## src/rtl/conv_encoder.sv

```systemverilog
// rtl/conv_encoder.sv - rate-1/2, K=3 convolutional encoder with zero-tail frame termination
//
// Accepts FRAME_LEN information bits per frame over a valid/ready handshake. It then
// encodes two zero tail bits so that every frame ends in trellis state 0. Each 2-bit
// code symbol leaves through a registered valid/ready output stage.
//
// Ports:
//   clk        - clock; all state updates on the rising edge
//   rst        - asynchronous active-high reset
//   start      - one-cycle frame request, sampled only in IDLE
//   in_valid   - in_bit is valid
//   in_bit     - information bit
//   in_ready   - encoder accepts in_bit this cycle (combinational from out_ready)
//   out_valid  - out_sym holds a valid code symbol
//   out_sym    - {G0 parity, G1 parity}
//   out_last   - final tail symbol of the frame, qualified by out_valid
//   out_ready  - downstream accepts the symbol
//   enc_state  - shift register contents {b(n-1), b(n-2)}
//   busy       - FSM not IDLE or a symbol still pending
module conv_encoder #(
   parameter int         FRAME_LEN = 8,
   parameter logic [2:0] G0        = 3'b111,
   parameter logic [2:0] G1        = 3'b101
) (
   input  logic       clk,
   input  logic       rst,
   input  logic       start,
   input  logic       in_valid,
   input  logic       in_bit,
   output logic       in_ready,
   output logic       out_valid,
   output logic [1:0] out_sym,
   output logic       out_last,
   input  logic       out_ready,
   output logic [1:0] enc_state,
   output logic       busy
);

   typedef enum logic [1:0] {
      S_IDLE = 2'd0,
      S_DATA = 2'd1,
      S_TAIL = 2'd2
   } state_t;

   localparam logic [7:0] LAST_IDX = 8'(FRAME_LEN - 1);

   state_t     state_q, state_d;
   logic [1:0] sr_q, sr_d;
   logic [7:0] cnt_q, cnt_d;
   logic       tail_q, tail_d;          // 0: first tail bit next, 1: second (final) tail bit next
   logic       out_valid_q, out_valid_d;
   logic [1:0] out_sym_q, out_sym_d;
   logic       out_last_q, out_last_d;

   logic       slot_free;
   logic       load;
   logic       enc_bit;
   logic       last_sym;
   logic [2:0] w;

   always_comb begin
      state_d     = state_q;
      sr_d        = sr_q;
      cnt_d       = cnt_q;
      tail_d      = tail_q;
      out_valid_d = out_valid_q;
      out_sym_d   = out_sym_q;
      out_last_d  = out_last_q;
      in_ready    = 1'b0;
      load        = 1'b0;
      enc_bit     = 1'b0;
      last_sym    = 1'b0;

      // The output register can take a new symbol when it is empty or being drained now.
      slot_free = !out_valid_q || out_ready;

      // A drained symbol clears valid unless a new one is loaded below.
      if (out_ready) begin
         out_valid_d = 1'b0;
      end

      unique case (state_q)
         S_IDLE: begin
            // The pending last symbol of the previous frame lives in the output register,
            // so clearing sr here cannot disturb it.
            if (start) begin
               state_d = S_DATA;
               sr_d    = 2'b00;
               cnt_d   = 8'd0;
               tail_d  = 1'b0;
            end
         end
         S_DATA: begin
            in_ready = slot_free;
            if (in_valid && slot_free) begin
               load    = 1'b1;
               enc_bit = in_bit;
               cnt_d   = cnt_q + 8'd1;
               if (cnt_q == LAST_IDX) begin
                  state_d = S_TAIL;
                  tail_d  = 1'b0;
               end
            end
         end
         S_TAIL: begin
            if (slot_free) begin
               load = 1'b1;
               if (tail_q) begin
                  last_sym = 1'b1;
                  state_d  = S_IDLE;
               end else begin
                  tail_d = 1'b1;
               end
            end
         end
         default: begin
            state_d = S_IDLE;
         end
      endcase

      w = {enc_bit, sr_q};
      if (load) begin
         out_valid_d = 1'b1;
         out_sym_d   = {^(w & G0), ^(w & G1)};
         out_last_d  = last_sym;
         sr_d        = {enc_bit, sr_q[1]};
      end
   end

   always_ff @(posedge clk or posedge rst) begin
      if (rst) begin
         state_q     <= S_IDLE;
         sr_q        <= 2'b00;
         cnt_q       <= 8'd0;
         tail_q      <= 1'b0;
         out_valid_q <= 1'b0;
         out_sym_q   <= 2'b00;
         out_last_q  <= 1'b0;
      end else begin
         state_q     <= state_d;
         sr_q        <= sr_d;
         cnt_q       <= cnt_d;
         tail_q      <= tail_d;
         out_valid_q <= out_valid_d;
         out_sym_q   <= out_sym_d;
         out_last_q  <= out_last_d;
      end
   end

   assign out_valid = out_valid_q;
   assign out_sym   = out_sym_q;
   assign out_last  = out_last_q;
   assign enc_state = sr_q;
   assign busy      = (state_q != S_IDLE) || out_valid_q;

endmodule

```

## config.mk

```make
export PLATFORM = sky130hd
export DESIGN_NAME = conv_encoder
export DESIGN_NICKNAME = d
export VERILOG_FILES = /design/src/rtl/conv_encoder.sv
export SDC_FILE = /design/constraint.sdc
export NUM_CORES = 1
export LEC_CHECK = 0
export CORE_UTILIZATION = 30
export DETAILED_ROUTE_END_ITERATION = 12
export GPL_TIMING_DRIVEN = 0
export HOLD_SLACK_MARGIN = 0.03
export PLACE_DENSITY = 0.51
export SLEW_MARGIN = 25
export SYNTH_ARGS = -nofsm -noshare
export SYNTH_HDL_FRONTEND = slang
export SYNTH_SLANG_ARGS = --single-unit
```

## constraint.sdc

```tcl
create_clock -name clk -period 1.68 [get_ports clk]
set_clock_uncertainty 0.1 [all_clocks]
set_input_delay 0.504 -clock clk [delete_from_list [all_inputs] [get_ports clk]]
set_output_delay 0.504 -clock clk [all_outputs]
set_load 0.05 [all_outputs]
```

After elaboration in Yosys (flattened, before gate mapping)
Cells that the tools add are included.

Flip-flop bits (word level): 17. Input bits: 6. Output and inout bits: 8. Logic and storage cells: 61.

Add/subtract/negate cells: 1. Eq/ne operators: 8. Mux-type cells: 28. Reductions and logical operators: 17.

Operators with widths (number): 2-bit 2-to-1 mux (8); 8-bit 2-to-1 mux (2); 8-bit case mux with 2 select lines (1); 1-bit 2-to-1 mux (14); 2-bit inequality test (second input constant) (5); 5-bit AND reduction (2); 2-bit nonzero test (5); 8-bit by 1-bit adder with 8-bit output (second input constant) (1); 8-bit by 3-bit == test with 1-bit output (second input constant) (1); 2-bit case mux with 3 select lines (1); 3-bit parity (2); 1-bit case mux with 3 select lines (1); 3-bit AND reduction (1); 3-bit nonzero test (1); 2-bit by 1-bit == test with 1-bit output (second input constant) (1); 2-bit == test (second input constant) (1); 2-bit logical NOT (1); 1-bit logical OR (2); 1-bit case mux with 2 select lines (1); 2-bit AND reduction (1); 1-bit logical AND (1); 1-bit logical NOT (1).

Longest topological paths before layout
Gate-level depths: netlist (run 1).

Depth in word-level cells: 7. Depth in mapped cells: 7. Gate-level depth less buffers: 6.

Worst setup path before layout (run 1)
OpenSTA, ideal clock, no wires.

Path type: register to output. Start: register state_q[1]. End: output port in_ready. Arrival time: 1.496 ns. Data required time: 1.076 ns. Setup slack: -0.420 ns. Cell stages (with the launch flop): 6. Path buffers: 1. Path through: dfrtp_1 inv_1 ha_1 buf_6 inv_1 nor2_1.

Longest elaborated chain between the ends: 2.

Ends and longest elaborated chain: start: declaration (line 47) `state_t state_q, state_d;`; start signal: assignment (line 140) `state_q <= state_d;`; 2-bit by 1-bit == test with 1-bit output (line 82) `unique case (state_q)`; 1-bit 2-to-1 mux (line 82); end: declaration (line 30) `output logic in_ready,`.

No other way between the ends.

Final worst setup path (run 1)
Same ends and word-level chain as after synthesis.

==> results of run 1 <==
area by class of cell:
cell class / count / area share [%]
clock buffers: 3 / 1.46
plain buffers: 1 / 0.488
multi-input cells: 78 / 48.7
inverters: 7 / 2.11
well taps: 44 / 3.58
clock inverters: 1 / 0.325
repair buffers: 28 / 15.5
flip-flops and latches: 17 / 27.8
worst max-delay path by stage:
stage                     startpoint  endpoint  slack, ps  depth (start not counted)
final                     state_q[1]  in_ready       -250                          5
after global routing      state_q[1]  in_ready       -340                          5
after CTS                 state_q[1]  in_ready       -310                          5
after detailed placement   out_ready  in_ready      -1070                          4
after global placement     out_ready  in_ready      -1070                          4
after floorplan           state_q[0]  cnt_q[3]        -50                          6
routing by layer:
metal / track usage [%] / part of all wire, %
met5: 0 / 0
met2: 24.3 / 47
met4: 2.92 / 0.88
met3: 4.05 / 3.7
met1: 21.7 / 48
state kept, by name (all words and copies together), names as in the netlist:
| register | flops |
|---|---|
| cnt_q | 8 |
| enc_state | 2 |
| out_sym | 2 |
| state_q | 2 |
| out_last | 1 |
| out_valid | 1 |
| tail_q | 1 |
cell families after synthesis:
kind of cell | count (synthesis) | share of synthesized area (%)
AOI/OAI and AO/OA | 19 | 14.2
xor gates and xnor gates | 2 | 3.01
adders and majority gates | 6 | 7.23
buffers and inverters | 9 | 4.34
DFF | 17 | 41.0
muxes | 5 | 4.94
and+or+nand+nor | 46 | 25.3
synth_stat cells (all sizes together) (3+ instances only):
cell and number:
a21oi 4, a22o 3, dfrtp 17, ha 6, inv 7, mux2i 4
nand2 14, nand2b 7, nand3 4, nand4 3, nor4 5, o21ai 4
or4 3
power breakdown:
group	total (mW)	leakage (nW)	switching, mW	internal, mW
registers	0.642	0.226	0.109	0.533
logic	1.92	0.422	1.04	0.884
clock network	0.234	0.0177	0.145	0.0889
worst max-delay path: stages (launching register included):
cell and delay (ps):
dfrtp_1 420, inv_2 100, ha_4 160, clkinvlp_4 100
nor2_4 100, buf_8 150
what timing repair did:
item | 4_1_cts | 5_1_grt
endpoints found under the hold margin | 0 | 0
setup buffers | 9 | 7
resized for setup | 63 | 20
pin swaps | 6 | 9
endpoints found under the setup margin | 21 | 18
placed cells by master (no fill, tap or decap), drive strengths merged:
| master | Yosys | routed |
|---|---|---|
| buf | 2 | 22 |
| nor3 | 2 | 2 |
| clkbuf | 0 | 4 |
| a41oi | 1 | 1 |
| nand3 | 4 | 4 |
| nand2b | 7 | 7 |
| clkdlybuf4s15 | 0 | 1 |
| and4 | 1 | 1 |
| or4 | 3 | 3 |
| dlygate4sd2 | 0 | 3 |
| and2b | 2 | 2 |
| dfrtp | 17 | 17 |
| o21ai | 4 | 4 |
| clkdlybuf4s50 | 0 | 2 |
| and2 | 1 | 1 |
| inv | 7 | 6 |
| a21oi | 4 | 4 |
| nor4b | 1 | 1 |
| and4bb | 1 | 1 |
| nand2 | 14 | 14 |
| a21bo | 1 | 1 |
| a22o | 3 | 3 |
| o32a | 1 | 1 |
| nor2 | 2 | 2 |
| mux2 | 1 | 1 |
| clkinvlp | 0 | 1 |
| xnor2 | 1 | 1 |
| mux2i | 4 | 4 |
| nor4 | 5 | 5 |
| ha | 6 | 6 |
| clkinv | 0 | 1 |
| a21o | 1 | 1 |
| xnor3 | 1 | 1 |
| o21a | 1 | 1 |
| nand4 | 3 | 3 |
| o31ai | 2 | 2 |
| a21boi | 1 | 1 |
per-stage QoR:
step | total power [mW] | cell area (um2)
after floorplan | 1.63 | 1070
after global placement | 1.96 | 1250
after CTS | 2.56 | 1440
after global routing | 2.98 | 1540
after detailed placement | 1.98 | 1250
final | 2.80 | 1540
==> impl_metrics.env, run 1 <==
export IMPL_rr_worst_depth=8
export IMPL_hold_path_cell_count=2
export IMPL_synthArstFlopShare_pct=100
export IMPL_synthCells=104
export IMPL_setup_slack_ps=-253
export IMPL_ant_nets=0
export IMPL_antenna_found_initial=0
export IMPL_clk_latency_ps=300
export IMPL_worst_slew_pin_slew_ps=682
export IMPL_rr_endpoint="cnt_q[3]"
export IMPL_fill_cells=308
export IMPL_die_area_mm2=0.00370
export IMPL_drv_slew=0
export IMPL_start_util_pct=32.7
export IMPL_reg2reg_slack_ps=-180
export IMPL_min_to="out_last"
export IMPL_status="finished, violations left"
export IMPL_synthFlopType="dfrtp_1"
export IMPL_nNetsFinal=148
export IMPL_cts_root_buffer="clkbuf_4"
export IMPL_htree_levels=1
export IMPL_yosys_warnings=0
export IMPL_violations="negative setup slack"
export IMPL_multi_input_area_um2=749
export IMPL_post_place_cells=161
export IMPL_hp_class="register to register"
export IMPL_ys_ff_latch=17
export IMPL_p_leak_nw=0.665
export IMPL_register_area_um2=428
export IMPL_clock_path_buffers=2
export IMPL_setup_violations=11
export IMPL_drive_gt1_share_pct=43.7
export IMPL_syn_to_final_growth_pct=48.2
export IMPL_peakVddDrop_mv=1.22
export IMPL_synth_edf_count=0
export IMPL_reg2reg_from="state_q[1]"
export IMPL_postSynthAreaPerCell_um2=9.99
export IMPL_wl_um=2490
export IMPL_io_pins=14
export IMPL_finalNonFillerCells=179
export IMPL_netlist_area_mm2=0.00104
export IMPL_yosysSeqAreaShare_pct=41.0
export IMPL_dp_hpwl_um=1640
export IMPL_grt_use_total_pct=15.5
export IMPL_synth_area_leader_cell="dfrtp_1"
export IMPL_vias=886
export IMPL_hold_buffers=0
export IMPL_remaining_drc_errors=0
export IMPL_clock_sinks=17
export IMPL_max_slew_margin_pct=54.5
export IMPL_wire_per_inst_um=13.9
export IMPL_timing_max_cap_violations=0
export IMPL_drt_iter0_drc=28
export IMPL_port_buffer_count=13
export IMPL_rows=20
export IMPL_path_clk_slew_ps=110
export IMPL_fmax_ghz=0.517
export IMPL_worst_hold_slack_ps=387
export IMPL_timing_final_crit_share_pct=115
export IMPL_pre_cts_slack_ps=-1070
export IMPL_drtPass1Iterations=4
export IMPL_crit_required_ps=1080
export IMPL_ys_top_cells_by_area="dfrtp_1 (41%), ha_1 (7.2%), nand2_1 (5.1%)"
export IMPL_path_class="register to output pin"
export IMPL_fp_dieW_um=60.8
export IMPL_syn_num_nets=116
export IMPL_cts_buffers=3
export IMPL_crit_fanout=2
export IMPL_end_kind="output pin"
export IMPL_synth_cell_types=35
export IMPL_die_y_um=60.8
export IMPL_grt_overflow=0
export IMPL_num_antenna_cells=0
export IMPL_grt_start_max_net_pins=18
export IMPL_p_per_area_mw_per_mm2=1820
export IMPL_gp_congestion=0.741
export IMPL_worstHoldStart="out_last"
export IMPL_coreArea_mm2=0.00318
export IMPL_grt_pass1_wl_um=4120
export IMPL_yosys_area_top_type_share_pct=41.0
export IMPL_post_drt_via_cell_ratio=4.95
export IMPL_layout_min_cycle_time_ps=1930
export IMPL_critPathArrivalTime_ps=1330
export IMPL_finalHoldViolations=0
export IMPL_rsz0062_at_grt="yes"
export IMPL_cts_tree="yes"
export IMPL_fin_util_pct=48.4
export IMPL_grt_pass1_vias=829
export IMPL_cp_start_kind="register"
export IMPL_fin_tns_setup_ps=-1290
No activity file was read; power rests on OpenSTA's default activity.
==> inputs of run 2 (changes only) <==
CTS_CLUSTER_SIZE = 20   (was default)
==> results of run 2 <==
Final layout, timing and power as in run 1 (identical DEF).
